[src/rtl/sys_ctrl.sv]
// sys_ctrl: command controller between the RX byte synchronizer, the register
// file, the ALU and the TX byte path.
//
// state    | meaning
// ---------+---------------------------------------------------------------
// IDLE     | waiting for a command byte (0xAA/0xBB/0xCC/0xDD)
// WR_ADDR  | write: waiting for the address byte
// WR_DATA  | write: waiting for the data byte, then one RF_WrEn pulse
// RD_ADDR  | read: waiting for the address byte, then one RF_RdEn pulse
// RD_WAIT  | read: waiting for RF_RdData_VLD
// ALU_A    | ALU: operand A byte, written to RF address 0
// ALU_B    | ALU: operand B byte, written to RF address 1
// ALU_FN   | ALU: function byte, then one ALU_EN pulse
// ALU_WAIT | ALU: waiting for ALU_OUT_VLD
// TX_LO    | presenting the low (or only) result byte to TX
// TX_HI    | presenting the high result byte to TX
module sys_ctrl #(
   parameter int Width = 8,
   parameter int AddrW = 4
) (
   input  logic               CLK,
   input  logic               Reset,
   input  logic [Width-1:0]   RX_P_DATA,
   input  logic               RX_D_VLD,
   output logic               RF_WrEn,
   output logic               RF_RdEn,
   output logic [AddrW-1:0]   RF_Address,
   output logic [Width-1:0]   RF_WrData,
   input  logic [Width-1:0]   RF_RdData,
   input  logic               RF_RdData_VLD,
   output logic               ALU_EN,
   output logic [3:0]         ALU_FUN,
   input  logic [2*Width-1:0] ALU_OUT,
   input  logic               ALU_OUT_VLD,
   output logic               CLK_GATE_EN,
   output logic [Width-1:0]   TX_P_DATA,
   output logic               TX_D_VLD,
   input  logic               TX_BUSY
);

   localparam logic [Width-1:0] CMD_WR     = Width'(8'hAA);
   localparam logic [Width-1:0] CMD_RD     = Width'(8'hBB);
   localparam logic [Width-1:0] CMD_ALU_OP = Width'(8'hCC);
   localparam logic [Width-1:0] CMD_ALU    = Width'(8'hDD);

   typedef enum logic [3:0] {
      IDLE, WR_ADDR, WR_DATA, RD_ADDR, RD_WAIT,
      ALU_A, ALU_B, ALU_FN, ALU_WAIT, TX_LO, TX_HI
   } state_t;

   state_t               state_q, state_n;
   logic                 wr_en_q, wr_en_n;
   logic                 rd_en_q, rd_en_n;
   logic [AddrW-1:0]     addr_q, addr_n;
   logic [Width-1:0]     wdata_q, wdata_n;
   logic                 alu_en_q, alu_en_n;
   logic [3:0]           fun_q, fun_n;
   logic                 gate_q, gate_n;
   logic [Width-1:0]     txd_q, txd_n;
   logic                 txv_q, txv_n;
   logic [2*Width-1:0]   res_q, res_n;
   logic                 two_q, two_n;

   // State and every output are registered; reset aborts any transaction.
   always_ff @(posedge CLK or negedge Reset) begin
      if (!Reset) begin
         state_q  <= IDLE;
         wr_en_q  <= 1'b0;
         rd_en_q  <= 1'b0;
         addr_q   <= '0;
         wdata_q  <= '0;
         alu_en_q <= 1'b0;
         fun_q    <= '0;
         gate_q   <= 1'b0;
         txd_q    <= '0;
         txv_q    <= 1'b0;
         res_q    <= '0;
         two_q    <= 1'b0;
      end else begin
         state_q  <= state_n;
         wr_en_q  <= wr_en_n;
         rd_en_q  <= rd_en_n;
         addr_q   <= addr_n;
         wdata_q  <= wdata_n;
         alu_en_q <= alu_en_n;
         fun_q    <= fun_n;
         gate_q   <= gate_n;
         txd_q    <= txd_n;
         txv_q    <= txv_n;
         res_q    <= res_n;
         two_q    <= two_n;
      end
   end

   // Next-state and next-output decode; strobes default low, data holds.
   always_comb begin
      state_n  = state_q;
      wr_en_n  = 1'b0;
      rd_en_n  = 1'b0;
      alu_en_n = 1'b0;
      addr_n   = addr_q;
      wdata_n  = wdata_q;
      fun_n    = fun_q;
      gate_n   = gate_q;
      txd_n    = txd_q;
      txv_n    = txv_q;
      res_n    = res_q;
      two_n    = two_q;
      case (state_q)
         IDLE: begin
            if (RX_D_VLD) begin
               case (RX_P_DATA)
                  CMD_WR:     state_n = WR_ADDR;
                  CMD_RD:     state_n = RD_ADDR;
                  CMD_ALU_OP: begin
                     state_n = ALU_A;
                     gate_n  = 1'b1;
                  end
                  CMD_ALU:    begin
                     state_n = ALU_FN;
                     gate_n  = 1'b1;
                  end
                  default:    state_n = IDLE;
               endcase
            end
         end
         WR_ADDR: begin
            if (RX_D_VLD) begin
               addr_n  = RX_P_DATA[AddrW-1:0];
               state_n = WR_DATA;
            end
         end
         WR_DATA: begin
            if (RX_D_VLD) begin
               wdata_n = RX_P_DATA;
               wr_en_n = 1'b1;
               state_n = IDLE;
            end
         end
         RD_ADDR: begin
            if (RX_D_VLD) begin
               addr_n  = RX_P_DATA[AddrW-1:0];
               rd_en_n = 1'b1;
               state_n = RD_WAIT;
            end
         end
         RD_WAIT: begin
            if (RF_RdData_VLD) begin
               res_n   = {{Width{1'b0}}, RF_RdData};
               two_n   = 1'b0;
               state_n = TX_LO;
               // Present straight away when TX is free to save a cycle.
               if (!TX_BUSY) begin
                  txv_n = 1'b1;
                  txd_n = RF_RdData;
               end
            end
         end
         ALU_A: begin
            if (RX_D_VLD) begin
               addr_n  = '0;
               wdata_n = RX_P_DATA;
               wr_en_n = 1'b1;
               state_n = ALU_B;
            end
         end
         ALU_B: begin
            if (RX_D_VLD) begin
               addr_n  = AddrW'(1);
               wdata_n = RX_P_DATA;
               wr_en_n = 1'b1;
               state_n = ALU_FN;
            end
         end
         ALU_FN: begin
            if (RX_D_VLD) begin
               fun_n    = RX_P_DATA[3:0];
               alu_en_n = 1'b1;
               state_n  = ALU_WAIT;
            end
         end
         ALU_WAIT: begin
            if (ALU_OUT_VLD) begin
               res_n   = ALU_OUT;
               two_n   = 1'b1;
               gate_n  = 1'b0;
               state_n = TX_LO;
               if (!TX_BUSY) begin
                  txv_n = 1'b1;
                  txd_n = ALU_OUT[Width-1:0];
               end
            end
         end
         TX_LO: begin
            if (txv_q) begin
               if (TX_BUSY) begin
                  txv_n   = 1'b0;
                  state_n = two_q ? TX_HI : IDLE;
               end
            end else if (!TX_BUSY) begin
               txv_n = 1'b1;
               txd_n = res_q[Width-1:0];
            end
         end
         TX_HI: begin
            if (txv_q) begin
               if (TX_BUSY) begin
                  txv_n   = 1'b0;
                  state_n = IDLE;
               end
            end else if (!TX_BUSY) begin
               txv_n = 1'b1;
               txd_n = res_q[2*Width-1:Width];
            end
         end
         default: state_n = IDLE;
      endcase
   end

   assign RF_WrEn     = wr_en_q;
   assign RF_RdEn     = rd_en_q;
   assign RF_Address  = addr_q;
   assign RF_WrData   = wdata_q;
   assign ALU_EN      = alu_en_q;
   assign ALU_FUN     = fun_q;
   assign CLK_GATE_EN = gate_q;
   assign TX_P_DATA   = txd_q;
   assign TX_D_VLD    = txv_q;

endmodule
[config.mk]
export PLATFORM = sky130hd
export DESIGN_NAME = sys_ctrl
export DESIGN_NICKNAME = d
export VERILOG_FILES = /design/src/rtl/sys_ctrl.sv
export SDC_FILE = /design/constraint.sdc
export NUM_CORES = 1
export LEC_CHECK = 0
export CAP_MARGIN = 20
export CORE_AREA = 4 4 65 97
export DETAILED_ROUTE_END_ITERATION = 12
export DIE_AREA = 0 0 69 101
export GPL_TIMING_DRIVEN = 0
export PLACE_DENSITY = 0.82
export SLEW_MARGIN = 30
export SYNTH_ARGS = -nofsm -noshare
export SYNTH_HDL_FRONTEND = slang
export SYNTH_SLANG_ARGS = --single-unit
[constraint.sdc]
create_clock -name CLK -period 2.2 [get_ports CLK]
set_input_delay 0.33 -clock CLK [delete_from_list [all_inputs] [get_ports CLK]]
set_output_delay 0.33 -clock CLK [all_outputs]
set_load 0.02 [all_outputs]
-- After elaboration in Yosys (flattened, before gate mapping)
Index checks and enable logic that the tools add are counted.
- flip-flop bits (word level): 50
- equal/unequal tests: 35
- multiplexer cells: 47
- reductions and logical operators: 18
- operators with widths (kind ; count):
    $mux W4 ; 16
    $mux W8 ; 8
    $pmux W4 S11 ; 1
    $ne A2 B2 Y1 const B ; 20
    $eq A8 B8 Y1 const B ; 4
    $mux W16 ; 2
    $pmux W16 S2 ; 1
    $pmux W8 S4 ; 1
    $eq A4 B3 Y1 const B ; 4
    $mux W1 ; 13
    $reduce_and A13 Y1 ; 1
    $eq A4 B4 Y1 const B ; 3
    $pmux W3 S4 ; 1
    $pmux W4 S3 ; 1
    $reduce_and A9 Y1 ; 1
    $eq A4 B2 Y1 const B ; 2
    $reduce_and A4 Y1 ; 2
    $reduce_and A3 Y1 ; 2
    $reduce_bool A3 Y1 ; 2
    $reduce_or A2 Y1 ; 3
    $eq A4 B1 Y1 const B ; 1
    $logic_not A4 Y1 ; 1
    $pmux W1 S2 ; 2
    $reduce_and A2 Y1 ; 2
    5 further kinds ; 6

-- Logic depth before layout (Yosys ltp)
- depth after elaboration: 5
- mapped depth: 7

-- Worst setup path after synthesis
OpenSTA, ideal clock, no wires.
- kind: flip-flop to flip-flop
- from: register txv_q, in the netlist TX_D_VLD
- to: register txd_q[0], in the netlist TX_P_DATA[0]
- arrival time: 1.634 ns
- data required time: 2.075 ns
- path slack: 0.441 ns
- cell stages (with the launch flop): 5
- buffers on the path: 0
- path through: dfrtp_1 maj3_1 a2bb2oi_1 nor3_4 mux2_2
- cells in the longest elaborated chain, start to end: 2
- ends and longest elaborated chain (item ; RTL line ; source):
    from (decl) ; 60 ; logic txv_q, txv_n;
    from (signal assigned) ; 89 ; txv_q <= txv_n;
    $ne A2 B2 Y1 (no line) ; -- ;
    $reduce_and A9 Y1 (no line) (*) ; -- ;
    to (signal assigned) ; 88 ; txd_q <= txd_n;
    to (decl) ; 59 ; logic [Width-1:0] txd_q, txd_n;
Every way passes the cells marked *; elsewhere a longest branch is shown, timed or not.
A chain may end at the register's enable or synchronous reset.

-- Worst setup path in the final report
- from: register state_q[2]
- to: register txd_q[2], in the netlist TX_P_DATA[2]
- cells in the longest elaborated chain, start to end: 3
- ends and longest elaborated chain (item ; RTL line ; source):
    from (decl) ; 51 ; state_t state_q, state_n;
    from (signal assigned) ; 80 ; state_q <= state_n;
    $eq A4 B4 Y1 or $eq A4 B3 Y1 (tied branches) ; 109 ; case (state_q)
    $reduce_bool A4 Y1 (no line) or $ne A2 B2 Y1 (tied branches) ; -- ;
    $reduce_and A9 Y1 (no line) ; -- ;
Several ways; a longest one is shown, not always the timed one.

==> flow_metrics.env <==
export IMPL_dr_pass1_iters=4
export IMPL_r2r_start="state_q[2]"
export IMPL_synthTopCellsByArea="dfrtp_1 48%, mux2_2 13%, mux2i_1 3.5%"
export IMPL_syn_area_um2=2590
export IMPL_synth_most_common_cell="dfrtp_1"
export IMPL_routedWlPerCell_um=17.6
export IMPL_dp_final_hpwl_mm=4.77
export IMPL_rsz0062_at_grt="false"
export IMPL_area_growth_pct=33.1
export IMPL_grt_pass1_vias=2224
export IMPL_cts_max_path_buffers=2
export IMPL_finalCritPeriodShare_pct=92.7
export IMPL_drtIter0Drc=124
export IMPL_grt_overflow_total=0
export IMPL_nets=333
export IMPL_wirelength_mm=6.42
export IMPL_path_class="reg2reg"
export IMPL_power_uw=4750
export IMPL_grtUsageTotal_pct=18.2
export IMPL_required_ns=2.45
export IMPL_syn_num_nets=260
export IMPL_die_area_um2=6970
export IMPL_antenna_left=0
export IMPL_core_rowCount=33
export IMPL_async_flop_share_pct=100
export IMPL_ctsHtreeMaxLevel=2
export IMPL_synth_edf_count=0
export IMPL_end_kind="flop"
export IMPL_ff2ff_path_depth=6
export IMPL_drv_cap=0
export IMPL_grt_max_degree=51
export IMPL_ys_ff_latch=50
export IMPL_synth_commonest_cells="50 x dfrtp_1, 30 x mux2_2, 14 x nor2_1"
export IMPL_antenna_cells=0
export IMPL_io_pins=67
export IMPL_hold_class="in2async"
export IMPL_num_vias=2085
export IMPL_hold_viol=0
export IMPL_p_per_area_nw_per_um2=1380
export IMPL_synth_cell_types=47
export IMPL_clkSlewWorstSetupHoldPaths_ns=0.08
export IMPL_synthesis_instances=222
export IMPL_die_h_um=101
export IMPL_ys_warn_count=0
export IMPL_regToRegEndpoint="TX_P_DATA[2]"
export IMPL_skew_ns=0.00732
export IMPL_drv_slew=0
export IMPL_reg2reg_slack_ns=0.16
export IMPL_utilization_pct=63.3
export IMPL_setup_viol=0
export IMPL_gp_congestion=0.823
export IMPL_worstMarginPinSlew_ns=0.922
export IMPL_multi_input_area_um2=1270
export IMPL_core_um2=5450
export IMPL_ctsHoldBuffers=0
export IMPL_seq_area_frac_synth_pct=48.2
export IMPL_crit_fanout=10
export IMPL_max_freq_mhz=490
export IMPL_synth_top_area_share_pct=48.2
export IMPL_ys_flop_type="dfrtp_1"
export IMPL_avgViaCountPerCell=5.71
export IMPL_slew_limit_headroom_pct=38.5
export IMPL_io_buffers=66
export IMPL_outcome="finished, final reports clean"
export IMPL_initial_core_util_pct=47.6
export IMPL_synth_area_per_cell_um2=11.7
export IMPL_post_cts_buffers=0
export IMPL_tritoncts="built"
export IMPL_start_kind="flop"
export IMPL_cp_arrival_ns=2.29
export IMPL_power_leakage_uw=0.00140
export IMPL_root_buffer="clkbuf_8"
export IMPL_fillers=466
export IMPL_antenna_found_initial=0
export IMPL_clock_latency_ns=0.30
export IMPL_vdd_drop_max_uv=811
export IMPL_min_period_ns=2.04
export IMPL_layout_drive_gt1_share_pct=19.7
export IMPL_drc_errors=0
export IMPL_grt_pass1_wl_mm=10.2
export IMPL_seqCellArea_um2=1250
export IMPL_die_w_um=69
export IMPL_synth_top_area_cell="dfrtp_1"
export IMPL_cts_buffers=5
export IMPL_cts_resized=0
export IMPL_cts_num_sinks=50
==> area by class of cell <==
type	instances	share of cell area, %
clock inverters	1	0.870
multi-input cells	160	36.8
repair buffers	66	19.1
plain buffers	12	2.10
flip-flops and latches	50	36.2
well taps	70	2.54
clock buffers	6	2.39
==> flip-flops by register name (all words and copies together), names as in the netlist, 4 cells and up <==
register	flops
TX_P_DATA	8
res_q	16
RF_Address	4
state_q	4
RF_WrData	8
ALU_FUN	4
==> cell families (layout without fill, tap and decap cells) <==
group                      after synthesis  count (layout)  share of synthesized area, %
AOI/OAI and AO/OA                       63              63                          18.6
xor gates and xnor gates                 2               2                         0.675
adders and majority gates                1               1                         0.386
buffers and inverters                   12              85                          2.80
DFF                                     50              50                          48.2
muxes                                   39              39                          16.5
and+or+nand+nor                         55              55                          12.8
==> where the power goes <==
group          internal, uW  leakage (uW)  switching [uW]
Combinational          1240      0.000725            1280
Sequential             1320      0.000619             260
Clock                   364     0.0000573             293
==> worst max-delay path, cell delays in order, from the launching register on <==
cell and delay [ns]:
dfrtp_1 0.38, buf_6 0.14, nand2b_1 0.16, buf_6 0.15, a21oi_1 0.71, a2bb2oi_1 0.27
mux2_2 0.19
==> worst max-delay path by stage <==
stage                      startpoint            to  slack, ns  cells past startpoint
after floorplan              TX_D_VLD  TX_P_DATA[0]       0.44                      4
after global placement          Reset  TX_P_DATA[0]      -0.62                      1
after detailed placement  ALU_OUT_VLD  TX_P_DATA[2]       0.08                      5
after CTS                  state_q[2]  TX_P_DATA[2]       0.18                      6
after global routing       state_q[2]  TX_P_DATA[2]       0.07                      6
final                      state_q[2]  TX_P_DATA[2]       0.16                      6
==> layer usage <==
layer | vias to the layer above | GRT usage, % | share of wire (%)
li1 | 975 | - | -
met2 | 84 | 34.1 | 52
met5 | - | 0 | 0
met1 | 1010 | 19.4 | 39
met4 | 0 | 9.02 | 3.4
met3 | 16 | 3.49 | 5.6
==> placed cells by master, fill, tap and decap left out, drive strengths merged, types with 2 or more instances in the layout <==
| master | synthesis | layout |
|---|---|---|
| o22ai | 8 | 8 |
| a2bb2oi | 9 | 9 |
| nand2 | 11 | 11 |
| nor2 | 15 | 15 |
| clkbuf | 4 | 10 |
| a21o | 3 | 3 |
| a22o | 8 | 8 |
| nor3b | 3 | 3 |
| nand2b | 5 | 5 |
| xor2 | 2 | 2 |
| a21oi | 15 | 15 |
| nand4bb | 3 | 3 |
| o21ai | 6 | 6 |
| nor3 | 3 | 3 |
| nor2b | 3 | 3 |
| dfrtp | 50 | 50 |
| mux2 | 30 | 30 |
| nand3b | 3 | 3 |
| clkdlybuf4s50 | 0 | 65 |
| a211oi | 2 | 2 |
| buf | 8 | 9 |
| mux2i | 9 | 9 |
| a2111oi | 2 | 2 |
| nand3 | 5 | 5 |
==> stage by stage <==
stage               hold WS, ns  setup TNS, ns  setup slack [ns]  std cells  area [um^2]
CTS                      0.0610              0             0.183        365         3450
global placement          0.461         -31.10            -0.625        358         3340
detailed placement        0.391              0            0.0789        358         3340
floorplan                0.0344              0             0.441        222         2590
global route             0.0940              0            0.0669        365         3450
finish                   0.0412              0             0.161        365         3450
No activity file was read; power rests on OpenSTA's default activity.
